===== src/rtl/spi_flash_reader.sv =====
// SPI mode-0 fast-read responder for the sr_* read-request interface.
// Optional build macro SPI_FLASH_READER_WAKEUP_EN sends a 0xAB wake-up command after reset.
`timescale 1ns/1ps
module spi_flash_reader #(
  parameter int         HALF_PERIOD  = 1,
  parameter logic [7:0] CMD_READ     = 8'h0B,
  parameter int         DUMMY_CYCLES = 8,
  parameter int         CS_IDLE      = 2,
  parameter int         WAKE_WAIT    = 64
) (
  input  logic        clk,
  input  logic        rst,
  input  logic [23:0] sr_addr,
  input  logic [15:0] sr_len,
  input  logic        sr_go,
  output logic        sr_rdy,
  output logic [7:0]  sr_data,
  output logic        sr_valid,
  output logic        spi_cs_n,
  output logic        spi_clk,
  output logic        spi_mosi,
  input  logic        spi_miso
);

  localparam int HP_W  = (HALF_PERIOD > 1) ? $clog2(HALF_PERIOD) : 1;
  localparam int CNT_W = $clog2(WAKE_WAIT + CS_IDLE + 2);
  localparam logic [HP_W-1:0]  HP_LAST  = HP_W'(HALF_PERIOD - 1);
  localparam logic [7:0]       DUM_LAST = 8'(DUMMY_CYCLES - 1);
  localparam logic [CNT_W-1:0] GAP_LAST = CNT_W'(CS_IDLE - 1);
`ifdef SPI_FLASH_READER_WAKEUP_EN
  localparam logic [7:0]       WAKE_CMD  = 8'hAB;
  localparam logic [CNT_W-1:0] WAIT_LAST = CNT_W'(WAKE_WAIT - 1);
`endif

  typedef enum logic [3:0] {
    ST_IDLE, ST_CMD, ST_ADDR, ST_DUMMY, ST_DATA, ST_STOP, ST_GAP,
    ST_WAKE, ST_WCMD, ST_WSTOP, ST_WWAIT
  } state_t;

  state_t           state_r;
  logic [HP_W-1:0]  hp_cnt_r;
  logic [7:0]       bit_cnt_r;
  logic [CNT_W-1:0] cnt_r;
  logic [30:0]      tx_r;
  logic [6:0]       rx_r;
  logic [16:0]      byte_left_r;
  logic             shifting_s;
  logic             tick_s;
  logic             fall_s;
  logic             sample_s;

  // SCK phase decode: fall_s ends a bit (mosi update point), sample_s is the first clk of the high phase
  always_comb begin
    shifting_s = 1'b0;
    case (state_r)
      ST_CMD, ST_ADDR, ST_DUMMY, ST_DATA, ST_WCMD: shifting_s = 1'b1;
      default:                                     shifting_s = 1'b0;
    endcase
    tick_s   = (hp_cnt_r == HP_LAST);
    fall_s   = shifting_s && spi_clk && tick_s;
    sample_s = (state_r == ST_DATA) && spi_clk && (hp_cnt_r == '0);
  end

  // Transaction FSM with SCK generation and byte assembly
  always_ff @(posedge clk or posedge rst) begin
    if (rst) begin
`ifdef SPI_FLASH_READER_WAKEUP_EN
      state_r     <= ST_WAKE;
`else
      state_r     <= ST_IDLE;
`endif
      hp_cnt_r    <= '0;
      bit_cnt_r   <= 8'd0;
      cnt_r       <= '0;
      tx_r        <= 31'd0;
      rx_r        <= 7'd0;
      byte_left_r <= 17'd0;
      sr_rdy      <= 1'b0;
      sr_data     <= 8'd0;
      sr_valid    <= 1'b0;
      spi_cs_n    <= 1'b1;
      spi_clk     <= 1'b0;
      spi_mosi    <= 1'b0;
    end else begin
      sr_valid <= 1'b0;
      if (shifting_s) begin
        hp_cnt_r <= tick_s ? '0 : hp_cnt_r + HP_W'(1);
        if (tick_s) begin
          spi_clk <= ~spi_clk;
        end
      end
      if (sample_s) begin
        rx_r <= {rx_r[5:0], spi_miso};
        if (bit_cnt_r == 8'd7) begin
          sr_data  <= {rx_r, spi_miso};
          sr_valid <= 1'b1;
        end
      end

      case (state_r)
        ST_IDLE: begin
          if (!sr_rdy) begin
            sr_rdy <= 1'b1;
          end else if (sr_go) begin
            sr_rdy      <= 1'b0;
            spi_cs_n    <= 1'b0;
            spi_mosi    <= CMD_READ[7];
            tx_r        <= {CMD_READ[6:0], sr_addr};
            byte_left_r <= {1'b0, sr_len} + 17'd1;
            bit_cnt_r   <= 8'd0;
            hp_cnt_r    <= '0;
            state_r     <= ST_CMD;
          end
        end
        ST_CMD: begin
          if (fall_s) begin
            spi_mosi <= tx_r[30];
            tx_r     <= {tx_r[29:0], 1'b0};
            if (bit_cnt_r == 8'd7) begin
              bit_cnt_r <= 8'd0;
              state_r   <= ST_ADDR;
            end else begin
              bit_cnt_r <= bit_cnt_r + 8'd1;
            end
          end
        end
        ST_ADDR: begin
          if (fall_s) begin
            if (bit_cnt_r == 8'd23) begin
              spi_mosi  <= 1'b0;
              bit_cnt_r <= 8'd0;
              state_r   <= ST_DUMMY;
            end else begin
              spi_mosi  <= tx_r[30];
              tx_r      <= {tx_r[29:0], 1'b0};
              bit_cnt_r <= bit_cnt_r + 8'd1;
            end
          end
        end
        ST_DUMMY: begin
          if (fall_s) begin
            if (bit_cnt_r == DUM_LAST) begin
              bit_cnt_r <= 8'd0;
              state_r   <= ST_DATA;
            end else begin
              bit_cnt_r <= bit_cnt_r + 8'd1;
            end
          end
        end
        ST_DATA: begin
          if (fall_s) begin
            if (bit_cnt_r == 8'd7) begin
              bit_cnt_r <= 8'd0;
              if (byte_left_r == 17'd1) begin
                state_r <= ST_STOP;
              end else begin
                byte_left_r <= byte_left_r - 17'd1;
              end
            end else begin
              bit_cnt_r <= bit_cnt_r + 8'd1;
            end
          end
        end
        // SCK is already low here, so cs_n rises one clk after the last falling edge
        ST_STOP: begin
          spi_cs_n <= 1'b1;
          cnt_r    <= '0;
          state_r  <= ST_GAP;
        end
        ST_GAP: begin
          if (cnt_r == GAP_LAST) begin
            sr_rdy  <= 1'b1;
            state_r <= ST_IDLE;
          end else begin
            cnt_r <= cnt_r + CNT_W'(1);
          end
        end
`ifdef SPI_FLASH_READER_WAKEUP_EN
        ST_WAKE: begin
          spi_cs_n  <= 1'b0;
          spi_mosi  <= WAKE_CMD[7];
          tx_r      <= {WAKE_CMD[6:0], 24'h000000};
          bit_cnt_r <= 8'd0;
          hp_cnt_r  <= '0;
          state_r   <= ST_WCMD;
        end
        ST_WCMD: begin
          if (fall_s) begin
            if (bit_cnt_r == 8'd7) begin
              spi_mosi  <= 1'b0;
              bit_cnt_r <= 8'd0;
              state_r   <= ST_WSTOP;
            end else begin
              spi_mosi  <= tx_r[30];
              tx_r      <= {tx_r[29:0], 1'b0};
              bit_cnt_r <= bit_cnt_r + 8'd1;
            end
          end
        end
        ST_WSTOP: begin
          spi_cs_n <= 1'b1;
          cnt_r    <= '0;
          state_r  <= ST_WWAIT;
        end
        ST_WWAIT: begin
          if (cnt_r == WAIT_LAST) begin
            sr_rdy  <= 1'b1;
            state_r <= ST_IDLE;
          end else begin
            cnt_r <= cnt_r + CNT_W'(1);
          end
        end
`endif
        default: begin
          state_r <= ST_IDLE;
        end
      endcase
    end
  end

endmodule


===== config.mk =====
export PLATFORM = sky130hd
export DESIGN_NAME = spi_flash_reader
export DESIGN_NICKNAME = d
export VERILOG_FILES = /design/src/rtl/spi_flash_reader.sv
export SDC_FILE = /design/constraint.sdc
export NUM_CORES = 1
export LEC_CHECK = 0
export ABC_AREA = 1
export BUFFER_PORTS_ARGS = -buffer_cell sky130_fd_sc_hd__buf_4
export CORE_MARGIN = 8
export CORE_UTILIZATION = 40
export DETAILED_ROUTE_END_ITERATION = 8
export GPL_ROUTABILITY_DRIVEN = 1
export PLACE_DENSITY_LB_ADDON = 0.3
export SETUP_SLACK_MARGIN = 0.4
export SLEW_MARGIN = 20
export SYNTH_ARGS = -nofsm -noshare
export SYNTH_HDL_FRONTEND = slang
export SYNTH_SLANG_ARGS = --single-unit

===== constraint.sdc =====
create_clock -name clk -period 3.9 [get_ports clk]
set_input_delay 0.975 -clock clk [delete_from_list [all_inputs] [get_ports clk]]
set_output_delay 0.975 -clock clk [all_outputs]
set_load 0.01 [all_outputs]

* Yosys cells after proc, flatten, opt, wreduce, memory -nomap -nowiden
Cells that the tools add are included.
** Operators by class
- Add/sub/neg operators :: 5
- Eq/ne operators :: 27
- Muxes and demuxes :: 53
- Bitwise operators :: 2
- Reduce and logical (&&, ||, !) cells :: 23
** Operator list (count)
- 31-bit two-way mux :: 5
- 31-bit case mux with 3 select lines :: 1
- 17-bit two-way mux :: 5
- 4-bit two-way mux :: 12
- 8-bit two-way mux :: 6
- 17-bit case mux with 2 select lines :: 1
- 4-bit case mux with 7 select lines :: 1
- 2-bit inequality test (second input constant) :: 13
- 8-bit case mux with 3 select lines :: 1
- 16-bit by 1-bit adder with 17-bit output (second input constant) :: 1
- 17-bit by 1-bit == test with 1-bit output (second input constant) :: 1
- 17-bit by 1-bit subtractor with 17-bit output (second input constant) :: 1
- 1-bit two-way mux :: 16
- 7-bit case mux with 2 select lines :: 1
- 4-bit by 3-bit == test with 1-bit output (second input constant) :: 3
- 12-bit AND reduction :: 1
- 6-bit AND reduction :: 2
- 5-bit AND reduction :: 2
- 8-bit by 1-bit adder with 8-bit output (second input constant) :: 1
- 4-bit by 2-bit == test with 1-bit output (second input constant) :: 2
- 8-bit by 3-bit == test with 1-bit output (second input constant) :: 1
- 8-bit by 5-bit == test with 1-bit output (second input constant) :: 1
- 2-bit AND reduction :: 4
- 2-bit nonzero test :: 4
- 16 further kinds :: 24
** Storage, ports and cells
- Bits in registers :: 88
- Bits of input ports :: 44
- Word-level logic and storage cells :: 123

* Depth between registers and ports, before layout
Gate-level depths: netlist of the first run.
- Word-level depth :: 7
- Depth in mapped cells :: 11
- Depth with buffers taken out :: 11

* Worst setup path before layout of the first run
Ideal clock, no wire load.
- Path kind :: input to register
- Start :: in sr_len[0]
- End :: reg byte_left_r[8]
- Library setup time :: 0.116 ns
- Arrival time :: 1.914 ns
- Data required time :: 3.784 ns
- Slack :: 1.869 ns
- Cell stages on the path :: 10
- Buffers on the path :: 0
- Cells stage by stage :: ha_1 -> nand2_1 -> nor2_1 -> nand2_1 -> inv_1 -> or2_2 -> nand3_1 -> nand2_1 -> nand2_1 -> nand2_1
** Between the ends
- Word-level cells in the longest chain between the ends :: 4
** Ends and longest elaborated chain
- from (decl) :: RTL line 14 : input logic [15:0] sr_len,
- 16-bit by 1-bit adder with 17-bit output :: RTL line 109 : byte_left_r <= {1'b0, sr_len} + 17'd1;
- 17-bit two-way mux :: RTL line 104 : end else if (sr_go) begin
- 17-bit two-way mux :: RTL line 102 : if (!sr_rdy) begin
- 17-bit case mux with 2 select lines :: RTL line 100 : case (state_r)
- to (signal assigned) :: RTL line 109
- to (signal assigned) :: RTL line 157 : byte_left_r <= byte_left_r - 17'd1;
- to (decl) :: RTL line 46 : logic [16:0] byte_left_r;
Every way passes these cells. The select of a mux whose other input is x is not followed.
A chain may end at the register's enable or synchronous reset.

* Worst setup path in the final report of the first run
- Start :: reg state_r[2]
- End :: reg sr_data[4]
** Between the ends
- Word-level cells in the longest chain between the ends :: 4
** Ends and longest elaborated chain
- from (decl) :: RTL line 40 : state_t state_r;
- from (signal assigned) :: RTL line 70 : state_r <= ST_IDLE;
- from (signal assigned) :: RTL line 112 : state_r <= ST_CMD;
- from (signal assigned) :: RTL line 121 : state_r <= ST_ADDR;
- 4-bit by 3-bit == test with 1-bit output :: RTL line 61 : sample_s = (state_r == ST_DATA) && spi_clk && (hp_cnt_r == '0);
- 1-bit logical AND (2 in a row) :: RTL line 61
- 2-bit AND reduction (no line)
- to (signal assigned) :: RTL line 95 : sr_data <= {rx_r, spi_miso};
- to (decl) :: RTL line 17 : output logic [7:0] sr_data,
Every way passes these cells.

==> metrics, run 1 <==
status finished clean; largest net degree at the start of global routing 88; critical-path cell list clkinv_4 -> nor2_4 -> inv_4 -> nor2_8 -> nand4_4 -> nand2_1 -> o21ai_2; top sig layer met4; period utilization 0.5943; Port-buffer cells 56; H-tree levels 3; VDD IR max 0.0002684 V; Ports 57; FP Rows 42; core area 13,090 µm²; GPL Wtd Cong 0.8588; pre-CTS setup slack 1.437 ns; RSZ-0062 raised after global routing false; Clock Tree Root clkbuf_16; fin. max-slew vios 0; met2 wire len 5.215 mm; Leakage 2.814 nW; Die ar. 17,140 µm²; Nets 817; syn_nets 768; Worst slew margin 0.5404; antenna viol nets, final 0; min Tclk post-route 2.318 ns; CP max stage delay 0.58 ns; Max Clock Skew 0.004334 ns; # resized after CTS 0; Area Growth Syn to Fin 15.04%; placed cell count 932; drt drc 0; CP startpoint kind flip-flop; Fin. Hold Viols 0; Initial Util 0.4036; Syn Inst Count 718; Buffers & Inverters on Critical Path 2; critical path required time 4.12 ns; final worst slack 1.582 ns; CP Capture Type flip-flop; Seq cells post-synth 87; cts hold-fix bufs 0; setup violators final 0; initial antenna violation count 0; FMAX 431.5 MHz; Die Y 130.9 µm; crit path DAT 2.54 ns; Slew @ Worst Pin 0.6884 ns; Hold Slack 0.4650 ns; # clock sinks 87; Layout Cells excl Fill 948; Post-CTS Setup Inserts 0; DR WL/cell 11.84 µm; Cell Area, Synth 5281 µm²; final instance area 6076 µm²; drt pass-1 iters 5; proportion of layout cells with a drive suffix above 1 0.1826; Max-Cap Viols 0; DRT Wirelength 11.22 mm; crit path kind flip-flop to flip-flop; metal3 WL 377 µm; die width 130.9 µm; post-synth cell types 39; CTS tree built; DRT iter0 DRCs 269; sequential area share after synthesis 0.4125; Critical-path top delay cell dfrtp_1; total CTS buffers 9; Worst-path clk slew 0.07 ns; Setup Total Neg Slack 0 ns; grt ovf 0; Post-DP Area 5794 µm²; P per Cell Area 296.9 nW/µm²; n_diodes 0; vias 4,475; yosys warns 0; global-route wire length before repair 19.43 mm; vias per cell 4.720; Mapped Avg Cell Area 7.356 µm²; delay-heaviest family, CP simple AND/OR/NAND/NOR gates; Max FO, Critical Path 21; dpl hpwl 8.020 mm; Metal-1 WL 5.504 mm; Tot GR Track Use 0.1392; Max Root-Sink Buffers 2; Hold Path Class flip-flop to flip-flop; vias in the first global route 4,273; Clk Latency, worst-skew pair 0.33 ns
placed cells by master (no fill, tap or decap):
cell type | Yosys | layout
nor3b_1 | 1 | 1
nor2_4 | 7 | 7
inv_8 | 0 | 1
nand3b_1 | 1 | 1
nor2_1 | 66 | 66
a31oi_1 | 1 | 1
nand4_4 | 1 | 1
a21oi_1 | 9 | 9
o21bai_1 | 2 | 2
a21oi_2 | 6 | 6
inv_2 | 7 | 7
dfrtp_1 | 86 | 86
inv_6 | 0 | 2
nor2_8 | 2 | 2
o21ai_0 | 61 | 61
buf_12 | 1 | 1
xnor2_1 | 6 | 6
dfstp_2 | 1 | 1
nand3_2 | 7 | 7
nand3_1 | 55 | 55
nor3_1 | 6 | 6
clkbuf_16 | 0 | 9
inv_1 | 83 | 82
o21ai_1 | 15 | 15
inv_4 | 1 | 1
o22ai_1 | 4 | 4
xor2_1 | 7 | 7
buf_4 | 4 | 57
nor2_2 | 2 | 2
nand4_1 | 5 | 5
nand2_2 | 13 | 13
or2_2 | 1 | 1
clkinv_2 | 0 | 3
nand2_1 | 217 | 217
o21ai_2 | 17 | 17
ha_1 | 6 | 6
clkinv_4 | 1 | 3
o21a_1 | 1 | 1
where the power goes:
group,switching (mW),internal [mW],total [mW]
Clock,0.373,0.441,0.813
Sequential,0,0.902,0.902
Combinational,0.0477,0.0406,0.0884
Total,0.420,1.38,1.80
worst register-to-register path, cell delays in order (launching register included):
cell and delay (ns):
dfrtp_1 0.58, clkinv_4 0.18, nor2_4 0.48, inv_4 0.22, nor2_8 0.24, nand4_4 0.28
nand2_1 0.17, o21ai_2 0.06
flip-flops by register name (all words and copies together) (netlist names), 3 cells and up:
name / count
state_r: 3
byte_left_r: 17
cnt_r: 7
tx_r: 31
sr_data: 8
bit_cnt_r: 8
rx_r: 7
per-layer routing:
layer	up-vias	track usage
met5	-	0
li1	2383	-
met1	2013	0.1862
met3	12	0.02273
met4	0	0.05132
met2	67	0.2222
per-stage QoR:
stage                     utilization  power, mW
after floorplan                     -     0.9563
after global placement         0.4428      1.009
after detailed placement       0.4428      1.009
after CTS                      0.4643      1.832
after global routing           0.4643      1.882
final                          0.4643      1.804
logic make-up (layout without fill, tap and decap cells):
| group | count (synthesis) | after routing | synth area share |
|---|---|---|---|
| adder cells (fa/ha/maj) | 6 | 6 | 0.01421 |
| buffers and inverters | 112 | 166 | 0.09642 |
| AND/OR/NAND/NOR | 384 | 384 | 0.3265 |
| AO/OA/AOI/OAI | 116 | 116 | 0.1289 |
| flip-flops | 87 | 87 | 0.4125 |
| XOR/XNOR | 13 | 13 | 0.02156 |
synthesized netlist by cell type, drive strengths merged:
library cell  count  area, µm²
a21oi            15      97.59
a31oi             1      6.260
buf              16      140.1
clkbuf            4      16.26
clkinv            1      8.760
dfrtp            86       2152
dfstp             1      26.28
ha                6      75.07
inv              91      344.1
nand2           230      895.9
nand3            62      345.3
nand3b            1      7.510
nand4             6      52.55
nor2             77      379.1
nor3              6      30.03
nor3b             1      7.510
o21a              1      7.510
o21ai            93      529.3
o21bai            2      15.01
o22ai             4      25.02
or2               1      6.260
xnor2             6      52.55
xor2              7      61.31
worst paths after layout:
check                           start         end  slack [ns]  cells past startpoint
max reg2reg                state_r[2]  sr_data[4]        1.58                      7
max                        state_r[2]  sr_data[4]        1.58                      7
max in group asynchronous         rst    spi_cs_n        2.78                      3
min in group asynchronous         rst    tx_r[20]        0.73                      3
min reg2reg                  spi_cs_n    spi_cs_n        0.47                      2
min                          spi_cs_n    spi_cs_n        0.47                      2
final cells by class:
class	count	area, µm²
multi-input combinational	519	2594
fill	1339	7009
timing repair buffer	58	447.9
inverter	92	354.1
clock buffer	9	225.2
sequential	87	2178
tap	176	220.2
clock inverter	7	56.30
No activity file was read; power rests on OpenSTA's default activity.
==> run 2, diff against run 1 <==
- ABC_AREA: 1 -> 0
- clock period: 3.9 -> 2 ns (I/O delays scaled with it)
==> run 2 against run 1 <==
- the run now ends with setup timing left
- highest routed layer unchanged
- critical path type unchanged
- synthesized area is 7.2% lower
- clock-buffer cell count increased by 2
- synthesized cell count down 26%
- critical path depth decreased by 1
- fmax up 13%
- register-to-register slack worse by 1.6 ns
- worst setup slack got worse by 1.6 ns
- largest power group is now combinational cells
==> metrics, run 2 <==
Worst setup startpoint byte_left_r[12]; count leader, synth nand2_1; initial antenna violation count 0 (unchanged); Seq cells post-synth 87 (unchanged); CP Capture Type flip-flop; CTS tree built; Critical-path top delay cell or4_4; crit path DAT 2.27 ns (-0.27 ns); fin. max-slew vios 0 (unchanged); setup violators final 5 (+5); Hold Path Class input port to async pin; GPL Wtd Cong 0.8905 (+3.7%); Clock Tree Root clkbuf_16; met2 wire len 7.839 mm (+50%); Ports 57 (unchanged); FP Rows 40 (-4.8%); # clock sinks 87 (unchanged); Die Y 126.7 µm (-3.2%); Area Growth Syn to Fin 56.17%; status finished with violations; area leader, netlist dfrtp_1; die width 126.7 µm (-3.2%); ys async rst share 1.000 (unchanged); Nets 730 (-11%); RSZ-0062 raised after global routing true; biggest regs tx_r x31, byte_left_r x17; largest net degree at the start of global routing 88 (unchanged); CP startpoint kind flip-flop; metal3 WL 678 µm (+80%); Clk Latency, worst-skew pair 0.34 ns (about the same); Slew @ Worst Pin 0.4963 ns (-0.1920 ns); Post-synth EDFFs 0 (unchanged); post-synth cell types 64 (+64%); filler instances 923 (-31%); delay-heaviest family, CP simple AND/OR/NAND/NOR gates; pre-CTS setup slack -0.1732 ns (-1.610 ns); DRT Wirelength 15.01 mm (+34%); drt drc 0 (unchanged); final worst slack -0.04304 ns (-1.625 ns); drt pass-1 iters 5 (unchanged); Max Clock Skew 0.006564 ns (+0.002230 ns); Metal-1 WL 6.077 mm (+10%); Syn Inst Count 529 (-26%); grt ovf 0 (unchanged); cell-internal power 6.792 mW (+390%); Reg with most FFs tx_r; DRT iter0 DRCs 292 (+8.6%); critical path required time 2.23 ns (-1.89 ns); clock network fraction of total power 0.141 (-0.310); dpl hpwl 8.605 mm (+7.3%); core area 12,010 µm² (-8.2%); DR WL/cell 18.04 µm (+52%); Switch Pwr 4.402 mW (+950%); vias in the first global route 4,940 (+16%); Buffers & Inverters on Critical Path 1 (-1); CP max stage delay 0.55 ns (-0.03 ns); Port-buffer cells 56 (unchanged); FMAX 489.5 MHz (+13%); H-tree levels 3 (unchanged); main flop type after synthesis dfrtp_1; total CTS buffers 9 (unchanged); period utilization 1.022 (+0.4272); Mapped Avg Cell Area 9.265 µm² (+26%); vias 4,708 (+5.2%); proportion of layout cells with a drive suffix above 1 0.4832 (+0.3006); top sig layer met4; critical-path cell list or4_4 -> nor4_4 -> a21oi_2 -> buf_4 -> or2_4 -> a32o_1; yosys warns 0 (unchanged); Sequential Power Share 0.260 (-0.240); Max-Cap Viols 0 (unchanged); Crit Reg-Reg Startpoint byte_left_r[12]; P per Cell Area 1462 nW/µm² (+390%); sequential area share after synthesis 0.4445 (+0.03201); Initial Util 0.4080 (+0.004406); Worst-path clk slew 0.06 ns (about the same); Fin. Hold Viols 0 (unchanged); Comb power frac 0.600 (+0.551); failing checks setup timing; Worst slew margin 0.6666 (+0.1261); leading cell type in the layout, fill and taps excluded buf_4; crit path kind flip-flop to flip-flop; Final Power 11.19 mW (+520%); Max Root-Sink Buffers 2 (unchanged); Cell Area, Synth 4901 µm² (-7.2%); Largest register FFs 31 (unchanged); Synth top area share 0.4391 (+0.03163); vias per cell 5.659 (+20%); VDD IR max 0.0006784 V (+150%); top cells by count, synth 88 x nand2_1, 86 x dfrtp_1, 54 x o21ai_0; Max FO, Critical Path 4 (-81%); Hold Slack 0.2976 ns (-0.1674 ns); Sw Share 0.3932 (+0.1602); synth top area cells dfrtp_1 44%, nand2_1 6.7%, o21ai_0 5.5%; min Tclk post-route 2.043 ns (-0.2747 ns); most frequent cells in the layout 123 x buf_4, 83 x dfrtp_1, 56 x nand2_1, 27 x o21ai_2; Setup Total Neg Slack -0.1555 ns (-0.1555 ns); Leakage 3.448 nW (+23%); Tot GR Track Use 0.1846 (+0.04542); antenna viol nets, final 0 (unchanged); global-route wire length before repair 23.99 mm (+23%); syn_nets 579 (-25%); n_diodes 0 (unchanged); Die ar. 16,050 µm² (-6.3%)
[run 2: changes by cell type in the layout (fill, tap and decap cells not counted), sizes merged, moves of 8 or more]
cell	previous run	this run
a22oi	0	8
o21ai	93	54
inv	93	16
buf	58	167
mux2	0	9
mux2i	0	25
nor4	0	12
nand3	62	21
nand2	230	88
nor2	77	26
[run 2: final cells by class]
type | count | area, µm² | share of cell area
Clock inverter | 5 | 33.78 | 0.004414
Sequential cell | 87 | 2182 | 0.2851
Tap cell | 147 | 183.9 | 0.02403
Inverter | 19 | 80.08 | 0.01046
Multi-Input combinational cell | 396 | 3279 | 0.4285
Timing Repair Buffer | 167 | 1652 | 0.2158
Clock buffer | 11 | 242.7 | 0.03171
[run 2: per-layer routing]
| layer | vias to the layer above | GRT usage |
|---|---|---|
| met1 | 2296 | 0.2052 |
| met4 | 0 | 0.08258 |
| li1 | 2219 | - |
| met5 | - | 0 |
| met3 | 43 | 0.04231 |
| met2 | 150 | 0.3302 |
[run 2: timing repair]
item                                    4_1_cts  5_1_grt
hold buffers                                  0        0
pin swaps                                    65       18
resized for setup                           143       70
endpoints found under the setup margin       81       82
cloned                                       11        0
buffers inserted                             33       10
[run 2: final timing paths]
| kind | end | slack [ns] | cells past startpoint |
|---|---|---|---|
| setup / recovery | byte_left_r[6] | -0.04 | 6 |
| hold / removal | sr_data[6] | 0.30 | 3 |
| setup reg to reg | byte_left_r[6] | -0.04 | 6 |
| hold reg to reg | sr_data[7] | 0.47 | 2 |
| max in group asynchronous | state_r[0] | 1.33 | 3 |
| min in group clk | sr_data[0] | 0.37 | 3 |
[run 2: worst min-delay path, cell delays in order]
cell and delay (ns):
buf_4 0.12, clkinvlp_4 0.07, buf_12 0.38
[run 2: cell families after synthesis]
kind of cell,Yosys count,share of synthesized area
multiplexers,34,0.07250
adder cells (fa/ha/maj),6,0.01532
flip-flops,87,0.4445
XOR/XNOR,19,0.03395
AO/OA/AOI/OAI,129,0.1820
AND/OR/NAND/NOR,206,0.2104
buffers and inverters,48,0.04136
[run 2: power groups by stage]
| stage | registers, mW | logic [mW] | clock network [mW] |
|---|---|---|---|
| 2_1_floorplan | 2.77 | 2.50 | 0 |
| 3_5_place_dp | 2.76 | 3.61 | 0 |
| 3_3_place_gp | 2.74 | 3.50 | 0 |
| 4_1_cts | 2.79 | 5.89 | 1.59 |
| 5_1_grt | 2.97 | 7.13 | 1.67 |
| 6_report | 2.91 | 6.71 | 1.57 |
[run 2: through the flow]
stage               utilization  cells  instance area, µm²
global placement         0.5033    762                6046
detailed placement       0.5033    762                6046
global route             0.6372    832                7654
CTS                      0.6043    822                7258
floorplan                     -    529                5126
finish                   0.6372    832                7654
